## config.mk

```make
export PLATFORM = sky130hd
export DESIGN_NAME = traffic_light_ctrl
export DESIGN_NICKNAME = d
export VERILOG_FILES = /design/src/rtl/traffic_light_ctrl.sv
export SDC_FILE = /design/constraint.sdc
export NUM_CORES = 1
export LEC_CHECK = 0
export CAP_MARGIN = 20
export CORE_MARGIN = 1
export CORE_UTILIZATION = 30
export CTS_BUF_LIST = sky130_fd_sc_hd__clkbuf_8
export DETAILED_ROUTE_END_ITERATION = 10
export HOLD_SLACK_MARGIN = 0.03
export PLACE_DENSITY = 0.53
export SLEW_MARGIN = 20
export SYNTH_ARGS = -nofsm -noshare
export SYNTH_HDL_FRONTEND = slang
export SYNTH_SLANG_ARGS = --single-unit
```

## constraint.sdc

```tcl
create_clock -name clk_100MHz -period 2.9 [get_ports clk_100MHz]
set_input_delay 0.435 -clock clk_100MHz [delete_from_list [all_inputs] [get_ports clk_100MHz]]
set_output_delay 0.435 -clock clk_100MHz [all_outputs]
set_load 0.005 [all_outputs]
```

## src/rtl/traffic_light_ctrl.sv

```systemverilog
`default_nettype none
// ============================================================================
//  Module   : traffic_light_ctrl
//  Purpose  : Main/side road and pedestrian phase sequencer with a 1 s tick,
//             demand-driven main-green extension and a seconds-left display.
//  Revision : 1.0 - initial release
// ============================================================================
module traffic_light_ctrl #(
    parameter int TICK_DIV   = 100_000_000,
    parameter int T_MAIN_MIN = 10,
    parameter int T_MAIN_MAX = 30,
    parameter int T_YELLOW   = 3,
    parameter int T_ALLRED   = 1,
    parameter int T_SIDE     = 10,
    parameter int T_WALK     = 8
) (
    input  logic       clk_100MHz,
    input  logic       reset_n,
    input  logic       car_side,
    input  logic       ped_btn,
    output logic [2:0] main_lights,
    output logic [2:0] side_lights,
    output logic       walk,
    output logic [7:0] sec_remaining,
    output logic [2:0] state
);

    localparam int TW = (TICK_DIV > 1) ? $clog2(TICK_DIV) : 1;

    localparam logic [TW-1:0] c_tick_last = TW'(TICK_DIV - 1);
    localparam logic [7:0]    c_main_min  = 8'(T_MAIN_MIN);
    localparam logic [7:0]    c_main_max  = 8'(T_MAIN_MAX);
    localparam logic [7:0]    c_yellow_t  = 8'(T_YELLOW);
    localparam logic [7:0]    c_allred_t  = 8'(T_ALLRED);
    localparam logic [7:0]    c_side_t    = 8'(T_SIDE);
    localparam logic [7:0]    c_walk_t    = 8'(T_WALK);

    localparam logic [2:0] c_red    = 3'b100;
    localparam logic [2:0] c_yellow = 3'b010;
    localparam logic [2:0] c_green  = 3'b001;

    typedef enum logic [2:0] {
        MAIN_GREEN  = 3'd0,
        MAIN_YELLOW = 3'd1,
        ALL_RED_A   = 3'd2,
        PED_WALK    = 3'd3,
        SIDE_GREEN  = 3'd4,
        SIDE_YELLOW = 3'd5,
        ALL_RED_B   = 3'd6
    } state_t;

    // Raw 3-bit register so the unused code 7 is representable and recoverable.
    logic [2:0]    state_q;
    state_t        state_d;
    logic [7:0]    sec_q, sec_d;
    logic [7:0]    el_q, el_d;
    logic [TW-1:0] tick_cnt_q, tick_cnt_d;
    logic          car_meta_q, car_s_q;
    logic          ped_meta_q, ped_s_q, ped_prev_q;
    logic          ped_pending_q, ped_pending_d;
    logic [2:0]    main_q, main_d, side_q, side_d;
    logic          walk_q, walk_d;

    logic          w_tick, w_demand, w_done, w_chg, w_ped_rise, w_enter_walk;
    logic [7:0]    w_el_next;

    function automatic logic [7:0] phase_len(input state_t s);
        case (s)
            MAIN_GREEN:  phase_len = c_main_max;
            MAIN_YELLOW: phase_len = c_yellow_t;
            ALL_RED_A:   phase_len = c_allred_t;
            PED_WALK:    phase_len = c_walk_t;
            SIDE_GREEN:  phase_len = c_side_t;
            SIDE_YELLOW: phase_len = c_yellow_t;
            default:     phase_len = c_allred_t;
        endcase
    endfunction

    assign w_tick     = (tick_cnt_q == c_tick_last);
    assign w_demand   = car_s_q | ped_pending_q;
    assign w_done     = w_tick && (sec_q == 8'd1);
    assign w_el_next  = el_q + 8'd1;
    assign w_ped_rise = ped_s_q & ~ped_prev_q;

    always_comb begin
        state_d = state_t'(state_q);
        sec_d   = sec_q;
        el_d    = el_q;
        case (state_q)
            MAIN_GREEN: begin
                if (w_tick) begin
                    el_d  = w_el_next;
                    sec_d = c_main_max - w_el_next;
                    if (((w_el_next >= c_main_min) && w_demand) || (w_el_next == c_main_max))
                        state_d = MAIN_YELLOW;
                end
            end
            MAIN_YELLOW, ALL_RED_A, PED_WALK, SIDE_GREEN, SIDE_YELLOW, ALL_RED_B: begin
                if (w_done) begin
                    case (state_q)
                        MAIN_YELLOW: state_d = ALL_RED_A;
                        ALL_RED_A:   state_d = ped_pending_q ? PED_WALK : SIDE_GREEN;
                        PED_WALK:    state_d = car_s_q ? SIDE_GREEN : ALL_RED_B;
                        SIDE_GREEN:  state_d = SIDE_YELLOW;
                        SIDE_YELLOW: state_d = ALL_RED_B;
                        default:     state_d = MAIN_GREEN;
                    endcase
                end else if (w_tick) begin
                    sec_d = sec_q - 8'd1;
                end
            end
            default: state_d = ALL_RED_B;
        endcase

        w_chg = (3'(state_d) != state_q);
        if (w_chg) begin
            sec_d = phase_len(state_d);
            el_d  = 8'd0;
        end
    end

    assign tick_cnt_d = (w_tick || w_chg) ? '0 : tick_cnt_q + TW'(1);

    // A fresh button press outranks the clear caused by entering the walk phase.
    assign w_enter_walk  = (state_d == PED_WALK) && (state_q != 3'(PED_WALK));
    assign ped_pending_d = w_ped_rise | (ped_pending_q & ~w_enter_walk);

    always_comb begin
        main_d = c_red;
        side_d = c_red;
        walk_d = 1'b0;
        case (state_d)
            MAIN_GREEN:  main_d = c_green;
            MAIN_YELLOW: main_d = c_yellow;
            SIDE_GREEN:  side_d = c_green;
            SIDE_YELLOW: side_d = c_yellow;
            PED_WALK:    walk_d = 1'b1;
            default:     ;
        endcase
    end

    always_ff @(posedge clk_100MHz) begin
        if (!reset_n) begin
            state_q       <= 3'(ALL_RED_B);
            sec_q         <= c_allred_t;
            el_q          <= 8'd0;
            tick_cnt_q    <= '0;
            car_meta_q    <= 1'b0;
            car_s_q       <= 1'b0;
            ped_meta_q    <= 1'b0;
            ped_s_q       <= 1'b0;
            ped_prev_q    <= 1'b0;
            ped_pending_q <= 1'b0;
            main_q        <= c_red;
            side_q        <= c_red;
            walk_q        <= 1'b0;
        end else begin
            state_q       <= 3'(state_d);
            sec_q         <= sec_d;
            el_q          <= el_d;
            tick_cnt_q    <= tick_cnt_d;
            car_meta_q    <= car_side;
            car_s_q       <= car_meta_q;
            ped_meta_q    <= ped_btn;
            ped_s_q       <= ped_meta_q;
            ped_prev_q    <= ped_s_q;
            ped_pending_q <= ped_pending_d;
            main_q        <= main_d;
            side_q        <= side_d;
            walk_q        <= walk_d;
        end
    end

    assign main_lights   = main_q;
    assign side_lights   = side_q;
    assign walk          = walk_q;
    assign sec_remaining = sec_q;
    assign state         = state_q;

endmodule
`default_nettype wire

```

======== Yosys cells after proc, flatten, opt, wreduce, memory -nomap -nowiden ========
Index checks and enable logic that the tools add are counted.
storage, ports and cells
  output and inout port bits .............. 18
  logic and storage cells ................. 73
  input port bits ......................... 4
  register bits ........................... 59
operators by class
  order comparisons ....................... 1
  add/sub/neg operators ................... 4
  equal/unequal tests ..................... 18
  bitwise logic cells ..................... 7
  mux-type cells .......................... 16
  reductions and logical operators ........ 14
operators by type and width
  kind                     number
  $mux W8                  4
  $add A27 B1 Y27 const B  1
  $eq A27 B27 Y1 const B   1
  $pmux W5 S4              1
  $pmux W3 S2              3
  $pmux W8 S2              1
  $eq A3 B3 Y1 const B     5
  $pmux W3 S5              1
  $mux W3                  4
  $eq A3 B2 Y1 const B     3
  $ne A3 B3 Y1 const B     3
  $add A8 B1 Y8 const B    1
  $eq A8 B1 Y1 const B     1
  $eq A8 B5 Y1 const B     1
  $ge A8 B4 Y1 const B     1
  $sub A5 B8 Y8 const A    1
  $sub A8 B1 Y8 const B    1
  $eq A3 B1 Y1 const B     2
  $logic_not A3 Y1         2
  $reduce_or A2 Y1         3
  $reduce_or A6 Y1         1
  $reduce_and A4 Y1        1
  $logic_and A1 B1 Y1      3
  $ne A3 B2 Y1 const B     1
  9 further kinds          14

======== Depth between registers and ports, before layout ========
  depth after elaboration ................. 12
  depth in mapped cells ................... 10
  depth with buffers taken out ............ 8

======== Least setup slack after synthesis ========
No wires, ideal clock.
  kind .................................... register -> register
  start ................................... register el_q[0]
  end ..................................... register sec_q[7] (netlist: sec_remaining[7])
  stages on the path, launching flop included .. 10
  library setup time ...................... 0.120 ns
  path slack .............................. 0.480 ns
  arrival ................................. 2.300 ns
  data required time ...................... 2.780 ns
  buffers on the path ..................... 1
  period minus slack after synthesis ...... 2.420 ns
  path through ............................ dfxtp_1 > buf_1 > inv_1 > ha_1 > nand2b_1 > a2111oi_0 > o41ai_1 > xnor2_1 > o211ai_1 > a21oi_1
on the way
  longest elaborated chain between the ends .. 10
  elaborated cells between the ends (all ways) .. 18
  classes of those cells .................. 2 x add/sub; 1 x order compare; 5 x eq/ne; 6 x mux; 4 x reduce/logical
ends and longest elaborated chain
  element                                                              RTL line  RTL
  start: declaration                                                   56        logic [7:0] el_q, el_d;
  start signal: assignment                                             160       el_q <= el_d;
  $add A8 B1 Y8 (*)                                                    82        assign w_el_next = el_q + 8'd1;
  via w_el_next[0]                                                     65        logic [7:0] w_el_next;
  $ge A8 B4 Y1                                                         94        if (((w_el_next >= c_main_min) && w_demand) || (w_el_next == c_main_max))
  $logic_and A1 B1 Y1                                                  94
  $logic_or A1 B1 Y1                                                   94
  $mux W3                                                              94
  $mux W3                                                              91        if (w_tick) begin
  $pmux W3 S2                                                          89        case (state_q)
  $ne A3 B3 Y1                                                         115       w_chg = (3'(state_d) != state_q);
  $ne A3 B3 Y1 (no line) / $reduce_bool A3 Y1 (equally long branches)  --
  $reduce_and A4 Y1 (no line)                                          --
  end signal: assignment                                               145       sec_q <= c_allred_t;
  end: declaration                                                     55        logic [7:0] sec_q, sec_d;
Mark *: on every way through the listed nets, which the timed path passes. The rest lies on a longest branch. The select of a mux whose other input is x is not followed.
A chain may end at the register's enable or synchronous reset.

======== Worst setup path after layout ========
  start ................................... register tick_cnt_q[0]
  end ..................................... register tick_cnt_q[6]
on the way
  longest elaborated chain between the ends .. 7
  elaborated cells between the ends (all ways) .. 9
  classes of those cells .................. 1 x add/sub; 2 x eq/ne; 3 x mux; 3 x reduce/logical
ends and longest elaborated chain
  element                     RTL line  RTL
  start: declaration          57        logic [TW-1:0] tick_cnt_q, tick_cnt_d;
  start signal: assignment    161       tick_cnt_q <= tick_cnt_d;
  $eq A27 B27 Y1              79        assign w_tick = (tick_cnt_q == c_tick_last);
  $logic_and A1 B1 Y1         81        assign w_done = w_tick && (sec_q == 8'd1);
  $mux W3                     99        if (w_done) begin
  $pmux W3 S2                 89
  $ne A3 B3 Y1                115
  $logic_or A1 B1 Y1          122       assign tick_cnt_d = (w_tick || w_chg) ? '0 : tick_cnt_q + TW'(1);
  $reduce_or A2 Y1 (no line)  --
Several ways; a longest one is shown, not always the timed one.

==> flow_summary_export.csv <==
group,metric,value,unit
run_status,run_status,"finished clean",
placement,dpl_worst_slack,0.2409,ns
clocking,htree_levels,3,
clocking,holdBufCountCts,0,
min_path,whs_endpoint,"ped_s_q$_SDFF_PN0_",
routing,post_drt_wl_per_cell,13.28,µm
yosys,syn_nets,406,
grt,grt_pass1_wl,12790,µm
yosys,postSynthCellCount,396,
setup_path,slowest_delay,0.71,ns
routing,drt_wl_total,7462,µm
timing,fin_crit_sh,0.9065,
yosys,synth-seq-cells,59,
timing,drv_slew,0,
grt,grt_usage,0.1412,
timing,max_freq,0.3804,GHz
floorplanning,rows,38,
setup_path,cp_max_fo,10,
setup_path,worst_path_max_delay_cell,"or4_1",
clocking,cts_setup_buffers,0,
setup_path,worst-path-stages,7,
floorplanning,dieArea,11490,µm²
finish,final_area,3894,µm²
finish,areaGrowthSynthToFinish,17.30,%
routing,via_per_inst,4.980,
yosys,ys_async_sr_fraction,0,
placement,dp.cells,546,
finish,final_util,0.3608,
clocking,cts_buffers,9,
finish,multi_input_area,1983,µm²
grt,antenna_found_initial,0,
yosys,synth_warnings,0,
timing,slew-limit-headroom,0.4539,
finish,nFillCells,1133,
finish,fin_cells,562,
yosys,syn-cell-area,3319,µm²
clocking,clock_path_buffers,2,
clocking,clk_latency,0.33,ns
setup_path,setup.worst_path.class,"reg2reg",
placement,gp_congestion,0.8173,
setup_path,reg2reg_depth,7,
yosys,syn_area_per_cell,8.382,µm²
setup_path,r2r-start,"tick_cnt_q[0]$_SDFF_PP0_",
timing,finalWorstSetupSlack,0.2713,ns
grt,grt_max_degree,18,
min_path,hold_class,"reg2reg",
yosys,synth_enable_flop_cells,0,
min_path,whs_path_depth,1,
timing,hold_viol,0,
timing,grt_setup_unrepaired,"no",
routing,vias,2799,
setup_path,crit_family,"simple AND/OR/NAND/NOR gates",
yosys,synth_flop_cell,"dfxtp_1",
grt,gr-total-overflow,0,
finish,nNetsFinal,427,
finish,antenna_cells,0,
setup_path,r2r-end,"tick_cnt_q[6]$_SDFF_PP0_",
setup_path,cp-start-kind,"flop",
floorplanning,die_h,107.2,µm
placement,dp_hpwl,5472,µm
timing,setup_tns,0,ns
routing,postRouteAntennaNets,0,
setup_path,cp.arrival,2.86,ns
clocking,cts_tree,"done",
timing,worst_slew_pin_slew,0.8106,ns
setup_path,crit_path_end_kind,"flop",
setup_path,rrSetupSlack,0.27,ns
floorplanning,core,10790,µm²
finish,regArea,1181,µm²
setup_path,crit_chain,"ha_1, and4_1, nand3_4, or4_1, o211ai_2, buf_4, nor2_1",
placement,dpl_cell_area,3681,µm²
yosys,synth_seq_area_share,0.3558,
clocking,cts_sinks,59,
floorplanning,die_x,107.2,µm
grt,grt_pass1_vias,2671,
routing,drtPass1Iterations,4,
placement,port_buffers,21,
power_and_ir_drop,ir_drop,214.3,µV
timing,finClkSkew,0.009559,ns
power_and_ir_drop,powerDensity,422.8,nW/µm²
yosys,ys_types,73,
job,max_cap_viol_count,0,
finish,drive_gt1_frac,0.1280,
clocking,clk_pin_slew,0.07,ns
floorplanning,io_pins,22,
clocking,cts_resized,0,
setup_path,critPathBufInv,1,
power_and_ir_drop,p_leak,0.001345,µW
min_path,hold_start,"ped_meta_q$_SDFF_PN0_",
timing,period_needed,2.629,ns
timing,setup_viol,0,
floorplanning,start_util,0.3076,
routing,drt_iter0_drc,120,
setup_path,critical_path_required,3.13,ns
routing,drc,0,
clocking,root_buffer,"clkbuf_8",
[layout by cell type (no fill, tap or decap), drive strengths merged, types with 7 or more instances in the layout]
cell type       n
dfxtp          59
nor2           56
nand2          31
xnor2          21
clkdlybuf4s50  21
nand3          19
xor2           18
inv            15
o21ai          15
a21oi          13
clkbuf         12
nor3           12
buf            10
nand4          10
and3            7
and2            7
o211ai          7
[per-stage QoR]
step | hold slack [ns] | total power (µW)
after detailed placement | 0.4216 | 874.1
after CTS | 0.4383 | 1676
after floorplan | 0.4119 | 861.0
after global routing | 0.4553 | 1715
after global placement | 0.4157 | 873.1
final | 0.4360 | 1646
[worst max path at each step]
stage	start	to
6_report	tick_cnt_q[0]$_SDFF_PP0_	tick_cnt_q[6]$_SDFF_PP0_
5_1_grt	tick_cnt_q[0]$_SDFF_PP0_	tick_cnt_q[10]$_SDFF_PP0_
4_1_cts	tick_cnt_q[0]$_SDFF_PP0_	sec_remaining[5]$_SDFFE_PN0P_
3_5_place_dp	tick_cnt_q[0]$_SDFF_PP0_	sec_remaining[5]$_SDFFE_PN0P_
3_3_place_gp	tick_cnt_q[0]$_SDFF_PP0_	sec_remaining[5]$_SDFFE_PN0P_
2_1_floorplan	el_q[0]$_SDFFE_PP0P_	sec_remaining[7]$_SDFFE_PN0P_
[cell usage after synthesis, types with 8 or more instances]
library cell | n | area (µm²)
a21oi_1 | 11 | 55.05
clkbuf_1 | 11 | 41.29
dfxtp_1 | 59 | 1181
inv_1 | 15 | 56.30
nand2_1 | 30 | 112.6
nand3_1 | 17 | 85.08
nand4_1 | 8 | 50.05
nor2_1 | 56 | 210.2
nor3_1 | 9 | 45.04
o21ai_0 | 11 | 55.05
xnor2_1 | 21 | 183.9
xor2_1 | 18 | 157.7
[logic make-up after synthesis]
logic type	synth area share
AO/OA/AOI/OAI	0.1621
XOR/XNOR	0.1029
adder cells (fa/ha/maj)	0.02262
buffers and inverters	0.04674
flip-flops	0.3558
multiplexers	0.01206
AND/OR/NAND/NOR	0.2978
[state kept, by name, indices dropped and copies added (netlist names)]
name	cells
side_lights	3
el_q	8
main_lights	3
car_meta_q	1
walk	1
state	3
ped_pending_q	1
car_s_q	1
ped_meta_q	1
ped_s_q	1
ped_prev_q	1
tick_cnt_q	27
sec_remaining	8
[routing by layer]
layer	GRT usage	wire, µm	up-vias
met4	0.04697	56	0
li1	-	-	1430
met2	0.2290	3507	47
met5	0	0	-
met3	0.03465	305	4
met1	0.1824	3593	1318
[power by group]
| group | leakage [µW] | switching [µW] | internal (µW) |
|---|---|---|---|
| clock network | 0.000108 | 328 | 464 |
| registers | 0.000477 | 4.65 | 817 |
| logic | 0.000760 | 19.8 | 12.8 |
| total | 0.00135 | 352 | 1290 |
[worst reg2reg max path, cell delays in order (launching register included)]
cell and delay [ns]:
dfxtp_1 0.35, ha_1 0.21, and4_1 0.41, nand3_4 0.13
or4_1 0.71, o211ai_2 0.41, buf_4 0.25, nor2_1 0.06
[layout make-up]
class | instances | share of cell area
clock buffer | 12 | 0.04242
clock inverter | 4 | 0.01221
inverter | 15 | 0.01446
multi-input combinational | 301 | 0.5093
sequential | 59 | 0.3033
tap | 140 | 0.04499
timing repair buffer | 31 | 0.07326
No activity file was read; power rests on OpenSTA's default activity.
